==> src/rtl/sync_fifo_modport.sv <==
// Single-clock FIFO with registered read data, programmable almost-full and
// almost-empty thresholds, and one-cycle overflow/underflow pulses.
// hw_rst clears the control state asynchronously. sw_rst clears the same
// state synchronously and takes priority over any write or read in that cycle.
// Storage contents are never cleared by either reset.

module sync_fifo_modport #(
    parameter int DATA_W = 32,
    parameter int DEPTH  = 16,
    parameter int AW     = $clog2(DEPTH)
) (
    input  logic              clk,
    input  logic              hw_rst,
    input  logic              sw_rst,
    input  logic              top_wr_en,
    input  logic [DATA_W-1:0] top_wr_data,
    input  logic              top_rd_en,
    output logic [DATA_W-1:0] top_rd_data,
    input  logic [31:0]       almost_full_value,
    input  logic [31:0]       almost_empty_value,
    output logic              enq_fifo_full,
    output logic              valid,
    output logic              almost_full,
    output logic              almost_empty,
    output logic              ext_mem_full,
    output logic              ext_mem_empty,
    output logic              overflow,
    output logic              underflow
);

    localparam logic [AW:0] FULL_COUNT = (AW+1)'(DEPTH);

    logic [DATA_W-1:0] mem [DEPTH];

    logic [AW-1:0]     wrPtr_q, wrPtr_d;
    logic [AW-1:0]     rdPtr_q, rdPtr_d;
    logic [AW:0]       count_q, count_d;
    logic [DATA_W-1:0] rdData_q, rdData_d;
    logic              valid_q, valid_d;
    logic              overflow_q, overflow_d;
    logic              underflow_q, underflow_d;

    logic isFull;
    logic isEmpty;
    logic rdAccept;
    logic wrAccept;

    // Occupancy flags come straight from the registered count.
    // A read is never served from an incoming write, so an empty FIFO always
    // rejects the read. A full FIFO still accepts a write when a read frees
    // a slot in the same cycle.
    always_comb begin
        isFull   = (count_q == FULL_COUNT);
        isEmpty  = (count_q == '0);
        rdAccept = top_rd_en && !isEmpty;
        wrAccept = top_wr_en && (!isFull || rdAccept);
    end

    // Next-state for the pointers, occupancy, read port and error pulses.
    // The read data keeps its last value when no read is accepted.
    always_comb begin
        wrPtr_d     = wrPtr_q;
        rdPtr_d     = rdPtr_q;
        count_d     = count_q;
        rdData_d    = rdData_q;
        valid_d     = 1'b0;
        overflow_d  = top_wr_en && isFull && !rdAccept;
        underflow_d = top_rd_en && isEmpty;

        if (wrAccept) begin
            wrPtr_d = wrPtr_q + AW'(1);
        end

        if (rdAccept) begin
            rdPtr_d  = rdPtr_q + AW'(1);
            rdData_d = mem[rdPtr_q];
            valid_d  = 1'b1;
        end

        case ({wrAccept, rdAccept})
            2'b10:   count_d = count_q + (AW+1)'(1);
            2'b01:   count_d = count_q - (AW+1)'(1);
            default: count_d = count_q;
        endcase
    end

    // Control state: the hardware reset acts asynchronously, the software
    // reset wins over everything else at the clock edge.
    always_ff @(posedge clk or posedge hw_rst) begin
        if (hw_rst) begin
            wrPtr_q     <= '0;
            rdPtr_q     <= '0;
            count_q     <= '0;
            rdData_q    <= '0;
            valid_q     <= 1'b0;
            overflow_q  <= 1'b0;
            underflow_q <= 1'b0;
        end else if (sw_rst) begin
            wrPtr_q     <= '0;
            rdPtr_q     <= '0;
            count_q     <= '0;
            rdData_q    <= '0;
            valid_q     <= 1'b0;
            overflow_q  <= 1'b0;
            underflow_q <= 1'b0;
        end else begin
            wrPtr_q     <= wrPtr_d;
            rdPtr_q     <= rdPtr_d;
            count_q     <= count_d;
            rdData_q    <= rdData_d;
            valid_q     <= valid_d;
            overflow_q  <= overflow_d;
            underflow_q <= underflow_d;
        end
    end

    // Storage array has no reset. A write is dropped when the software reset
    // is active in the same cycle.
    always_ff @(posedge clk) begin
        if (wrAccept && !sw_rst) begin
            mem[wrPtr_q] <= top_wr_data;
        end
    end

    // Status levels. Thresholds are compared as unsigned 32-bit values, so a
    // threshold above DEPTH keeps almost_full low.
    always_comb begin
        ext_mem_full  = isFull;
        ext_mem_empty = isEmpty;
        enq_fifo_full = isFull;
        almost_full   = (32'(count_q) >= almost_full_value);
        almost_empty  = (32'(count_q) <= almost_empty_value);
        top_rd_data   = rdData_q;
        valid         = valid_q;
        overflow      = overflow_q;
        underflow     = underflow_q;
    end

endmodule

==> config.mk <==
export PLATFORM = sky130hd
export DESIGN_NAME = sync_fifo_modport
export DESIGN_NICKNAME = d
export VERILOG_FILES = /design/src/rtl/sync_fifo_modport.sv
export SDC_FILE = /design/constraint.sdc
export NUM_CORES = 1
export LEC_CHECK = 0
export CAP_MARGIN = 20
export CORE_MARGIN = 8
export CORE_UTILIZATION = 45
export DETAILED_ROUTE_END_ITERATION = 12
export GPL_TIMING_DRIVEN = 0
export PLACE_DENSITY = 0.6
export SLEW_MARGIN = 20
export SYNTH_ARGS = -nofsm -noshare
export SYNTH_HDL_FRONTEND = slang
export SYNTH_SLANG_ARGS = --single-unit
export TNS_END_PERCENT = 1
==> constraint.sdc <==
create_clock -name clk -period 10.5 [get_ports clk]
set_input_delay 2.1 -clock clk [delete_from_list [all_inputs] [get_ports clk]]
set_output_delay 2.1 -clock clk [all_outputs]
set_load 0.02 [all_outputs]
# After elaboration in Yosys (flattened, before gate mapping)
# Memory sizes are Yosys's and may differ from the RTL's.
# Index checks and enable logic that the tools add are counted.
# W data, S select, Z words.
[op_classes]
n_lt_le_gt_ge = 2
n_reduce_logical = 15
eq_ne = 3
n_mux = 14
addsub = 4
[op_table]
columns = ["operator", "n"]
rows = [
  ["$mux W32", 2],
  ["$ge A5 B32 Y1", 1],
  ["$le A5 B32 Y1", 1],
  ["$mux W4", 4],
  ["$pmux W5 S2", 1],
  ["$add A4 B1 Y4 const B", 2],
  ["$logic_and A1 B1 Y1", 6],
  ["$mux W1", 6],
  ["$add A5 B1 Y5 const B", 1],
  ["$eq A5 B5 Y1 const B", 1],
  ["$logic_not A5 Y1", 1],
  ["$mux W5", 1],
  ["$sub A5 B1 Y5 const B", 1],
  ["$logic_not A1 Y1", 4],
  ["$reduce_bool A2 Y1", 2],
  ["$reduce_bool A3 Y1", 1],
  ["$eq A2 B1 Y1 const B", 1],
  ["$eq A2 B2 Y1 const B", 1],
  ["$logic_or A1 B1 Y1", 1],
]
[totals]
ff_bits = 48
memories = 1
wordCells = 46
input_bits = 101
ram_bits = 512
output_inout_bits = 40
[memory_table]
columns = ["memory", "words", "width", "read_ports", "rd_clocked_by_memory_dff", "wr", "line", "source"]
rows = [
  ["mem", 16, 32, 1, 0, 1, "33", "logic [DATA_W-1:0] mem [DEPTH];"],
]

# Depth between registers and ports, before layout
# Gate-level depths: netlist of run 1.
[depth]
depth_word = 8
ltp_mapped = 10
depth_no_buf = 9

# Least setup slack after synthesis of run 1
# Ideal clock, no wire load.
[synth_timing]
kind = "input port to flip-flop"
from = "in top_wr_en"
to = "mem mem[3][0] (enable)"
setup_slack_ps = 5061
arrival_time_ps = 4978
required_ps = 10039
path_buffers = 1
path_stages = 4
setup_time_ps = 461
path_cell_list = "clkbuf_1 -> and3b_1 -> nand2_1 -> nor3_1"
[synth_between]
elab_chain_cells = 4
[synth_rtl]
columns = ["element", "line", "source"]
rows = [
  ["from (decl)", "15", "input logic top_wr_en,"],
  ["$logic_and A1 B1 Y1", "56", "wrAccept = top_wr_en && (!isFull || rdAccept);"],
  ["$logic_and A1 B1 Y1", "120", "if (wrAccept && !sw_rst) begin"],
  ["$mux W1", "120", ""],
  ["$mux W1 (implied by the code)", "121", "mem[wrPtr_q] <= top_wr_data;"],
  ["to (decl)", "33", ""],
]
# Every way passes these cells.

# Worst setup path after layout of run 1
[layout_timing]
from = "in almost_full_value[0]"
to = "out almost_full"
[layout_between]
elab_chain_cells = 1
[layout_rtl]
columns = ["element", "line", "source"]
rows = [
  ["from (decl)", "19", "input logic [31:0] almost_full_value,"],
  ["$ge A5 B32 Y1", "131", "almost_full = (32'(count_q) >= almost_full_value);"],
  ["to (decl)", "23", "output logic almost_full,"],
]
# Every way passes these cells.

==> results of run 1 <==
-- cell usage after synthesis (4+ instances only) --
library cell / number / area, µm²
mux2_2: 25 / 282
buf_4: 8 / 60.1
nor3_1: 5 / 25.0
a21oi_1: 8 / 40.0
nand3_1: 6 / 30.0
mux4_2: 128 / 2880
buf_2: 18 / 90.1
a2bb2oi_2: 5 / 75.1
inv_1: 15 / 56.3
clkbuf_1: 17 / 63.8
nor2_1: 22 / 82.6
mux2i_1: 39 / 390
edfxtp_1: 512 / 15400
o21ai_0: 32 / 160
xor2_1: 7 / 61.3
a22oi_1: 25 / 188
nand2_1: 20 / 75.1
buf_1: 6 / 22.5
nor4_1: 14 / 87.6
ha_1: 18 / 225
dfrtp_1: 48 / 1200
nand2b_1: 4 / 25.0
-- layer usage --
layer  track usage (%)  up-vias
met4              5.80        2
met3              4.07       76
met2              31.0      333
li1                  -     4751
met5                 0        -
met1              25.1     5819
-- power by group --
group / internal, mW / switching [mW] / leakage [nW] / total (mW)
clock: 1.17 / 0.834 / 0.926 / 2.00
combinational: 0.600 / 0.623 / 2.43 / 1.22
sequential: 2.51 / 0.0577 / 5.26 / 2.57
total: 4.28 / 1.51 / 8.62 / 5.79
-- state kept, by name, summed over array words and instances, names as in the netlist --
signal / cells
top_rd_data: 32
overflow: 1
underflow: 1
mem: 512
count_q: 5
rdPtr_q: 4
wrPtr_q: 4
valid: 1
-- layout make-up --
cell class              count  area [µm²]  area share, %
plain buffers              53         270           1.01
well taps                 615         769           2.88
flip-flops and latches    560       16600           62.0
clock inverters            27         225          0.842
inverters                  15        58.8          0.220
repair buffers            181        2120           7.91
clock buffers              79        1650           6.17
multi-input cells         398        5080           19.0
-- worst min-delay path by stage --
stage / slack [ns] / startpoint / cells past startpoint / endpoint
after CTS: 0.53 / top_rd_data[31] / 2 / top_rd_data[31]
after floorplan: 0.52 / count_q[0] / 2 / count_q[0]
final: 0.52 / top_rd_data[31] / 2 / top_rd_data[31]
after global placement: 0.51 / top_rd_data[2] / 2 / top_rd_data[2]
after detailed placement: 0.52 / top_rd_data[31] / 2 / top_rd_data[31]
after global routing: 0.57 / top_rd_data[0] / 2 / top_rd_data[0]
-- cells by family after synthesis --
group	synth area share, %
buffers and inverters	1.49
AO/OA/AOI/OAI	2.71
XOR/XNOR	0.401
multiplexers	16.3
adder cells (fa/ha/maj)	1.12
flip-flops	75.8
AND/OR/NAND/NOR	2.23
-- worst register-to-register path, stage by stage, from the launching register on --
cell and delay [ns]:
dfrtp_1 0.46, nor4_1 0.65, nand3b_1 0.35, and3b_1 0.34, nand2_1 0.29, nor3_2 0.12, buf_4 0.22, buf_4 0.19
buf_4 0.19
-- per-stage QoR --
stage               hold WS, ns  setup slack (ns)  cell area (µm²)
CTS                       0.533              4.39            26700
global route              0.572              4.26            26700
detailed placement        0.520              4.39            24900
floorplan                 0.518              5.06            21900
finish                    0.522              4.41            26700
global placement          0.513              1.49            24000
==> impl_metrics.json, run 1 <==
{
  "syn_area_per_cell_um2": 21.3,
  "ant_nets": 0,
  "insertion_delay_ns": 0.60,
  "grt-ovfl-total": 0,
  "routed_wirelength_um": 52800,
  "clk_pin_slew_ns": 0.06,
  "arrival_ns": 3.99,
  "worstReg2RegEnd": "mem[3][24]",
  "holdBufCountCts": 0,
  "rrSetupSlack_ns": 7.44,
  "drc": 0,
  "drt-vias-per-instance": 5.70,
  "r2r-start": "count_q[1]",
  "finalPower_mw": 5.79,
  "wl_met1_um": 22300,
  "grt_start_max_net_pins": 36,
  "die_h_um": 236,
  "diodes": 0,
  "worstPathMaxFanout": 1,
  "synth_edf_count": 512,
  "crit_slowest_cell": "clkdlybuf4s50_1",
  "maxSlewHeadroom_pct": 25.6,
  "powerDensity_nw_per_um2": 216,
  "wl_per_cell_um": 27.4,
  "worstSetupPathType": "in2out",
  "required_ns": 8.40,
  "highest_layer": "met5",
  "yosysWarnings": 0,
  "drtIter0Drc": 1013,
  "core_area_um2": 47800,
  "synth_fp_nets": 1146,
  "finalSetupViolCount": 0,
  "cts_resized": 0,
  "gp_congestion": 0.791,
  "ir_drop_v": 0.000123,
  "rows": 80,
  "route.vias.total": 11000,
  "hold_viol": 0,
  "crit_top_cell": "clkdlybuf4s50_1",
  "mostFrequentLayoutCells": "512 x edfxtp_1, 139 x clkdlybuf4s50_1, 128 x mux4_2",
  "crit_end": "almost_full",
  "route.met2.wl_um": 26000,
  "final_common_cell": "edfxtp_1",
  "clockBufferDepth": 3,
  "fmax_mhz": 164,
  "numCtsBuffers": 56,
  "fp.dieW_um": 236,
  "synth.cell_area_um2": 21900,
  "endpoint_kind": "primary output",
  "status": "completed",
  "fin_util_pct": 55.9,
  "drive_above_1_share_pct": 26.5,
  "fin_skew_ns": 0.0189,
  "ys_async_sr_fraction_pct": 8.57,
  "ys_ff_latch": 560,
  "dr.pass1.iters": 5,
  "cap_viol_max_count": 0,
  "leakage_nw": 8.62,
  "worst-path-stages": 8,
  "ys_types": 51,
  "nets": 1385,
  "finalCriticalPeriod_ns": 6.09,
  "cp_num_buf_inv": 2,
  "htreeDepth": 2,
  "crit_chain": "clkdlybuf4s50_1, ha_1, nand2b_1, a21oi_1, nor2b_1, o211ai_1, a211oi_1, clkdlybuf4s50_1",
  "wl_met3_um": 3390,
  "finalNonFillerCells": 1928,
  "hp-class": "reg2reg",
  "dp.cells": 1822,
  "r2r_cells": 8,
  "synthFlopType": "edfxtp_1",
  "dp_hpwl_um": 35000,
  "syn_to_final_growth_pct": 22.3,
  "post-cts-setup-buffers": 0,
  "fillers": 3617,
  "cp-startpoint": "almost_full_value[0]",
  "grt_usage_pct": 18.9,
  "initial_core_util_pct": 45.7,
  "port_buffers": 139,
  "clockRootBuffer": "clkbuf_16",
  "path_delay_family": "buffers and inverters",
  "cp-start-kind": "primary input",
  "cts_tree": "built",
  "grt_antenna_before_repair": 2,
  "finalSetupTns_ns": 0,
  "syn_inst": 1026,
  "grt_pass1_vias": 11500,
  "worst_pin_slew_ns": 1.12,
  "ys_seq_area_share_pct": 75.8,
  "final_max_slew_viol_count": 0,
  "grt_pass1_wl_um": 77600,
  "slowest_delay_ns": 0.64,
  "ios": 141,
  "die_area_um2": 55900,
  "clock_sinks": 560,
  "rsz0062_at_grt": "no",
  "fin_crit_sh_pct": 58.0
}
Power figures use the tool's default switching activity.
==> run 2, diff against run 1 <==
==> constraint.sdc (replaced) <==
create_clock -name clk -period 5.8 [get_ports clk]
set_input_delay 1.16 -clock clk [delete_from_list [all_inputs] [get_ports clk]]
set_output_delay 1.16 -clock clk [all_outputs]
set_load 0.02 [all_outputs]
==> results of run 2 <==
The final DEF is identical to that of run 1. Status: completed.
Among the figures that moved: setup slack after placement 4.39 ns -> 1.57 ns; setup slack after layout 4.41 ns -> 1.59 ns; register-to-register setup slack 7.44 ns -> 2.74 ns; total power 5.79 mW -> 10.5 mW; worst IR drop on VDD 0.000123 V -> 0.000222 V
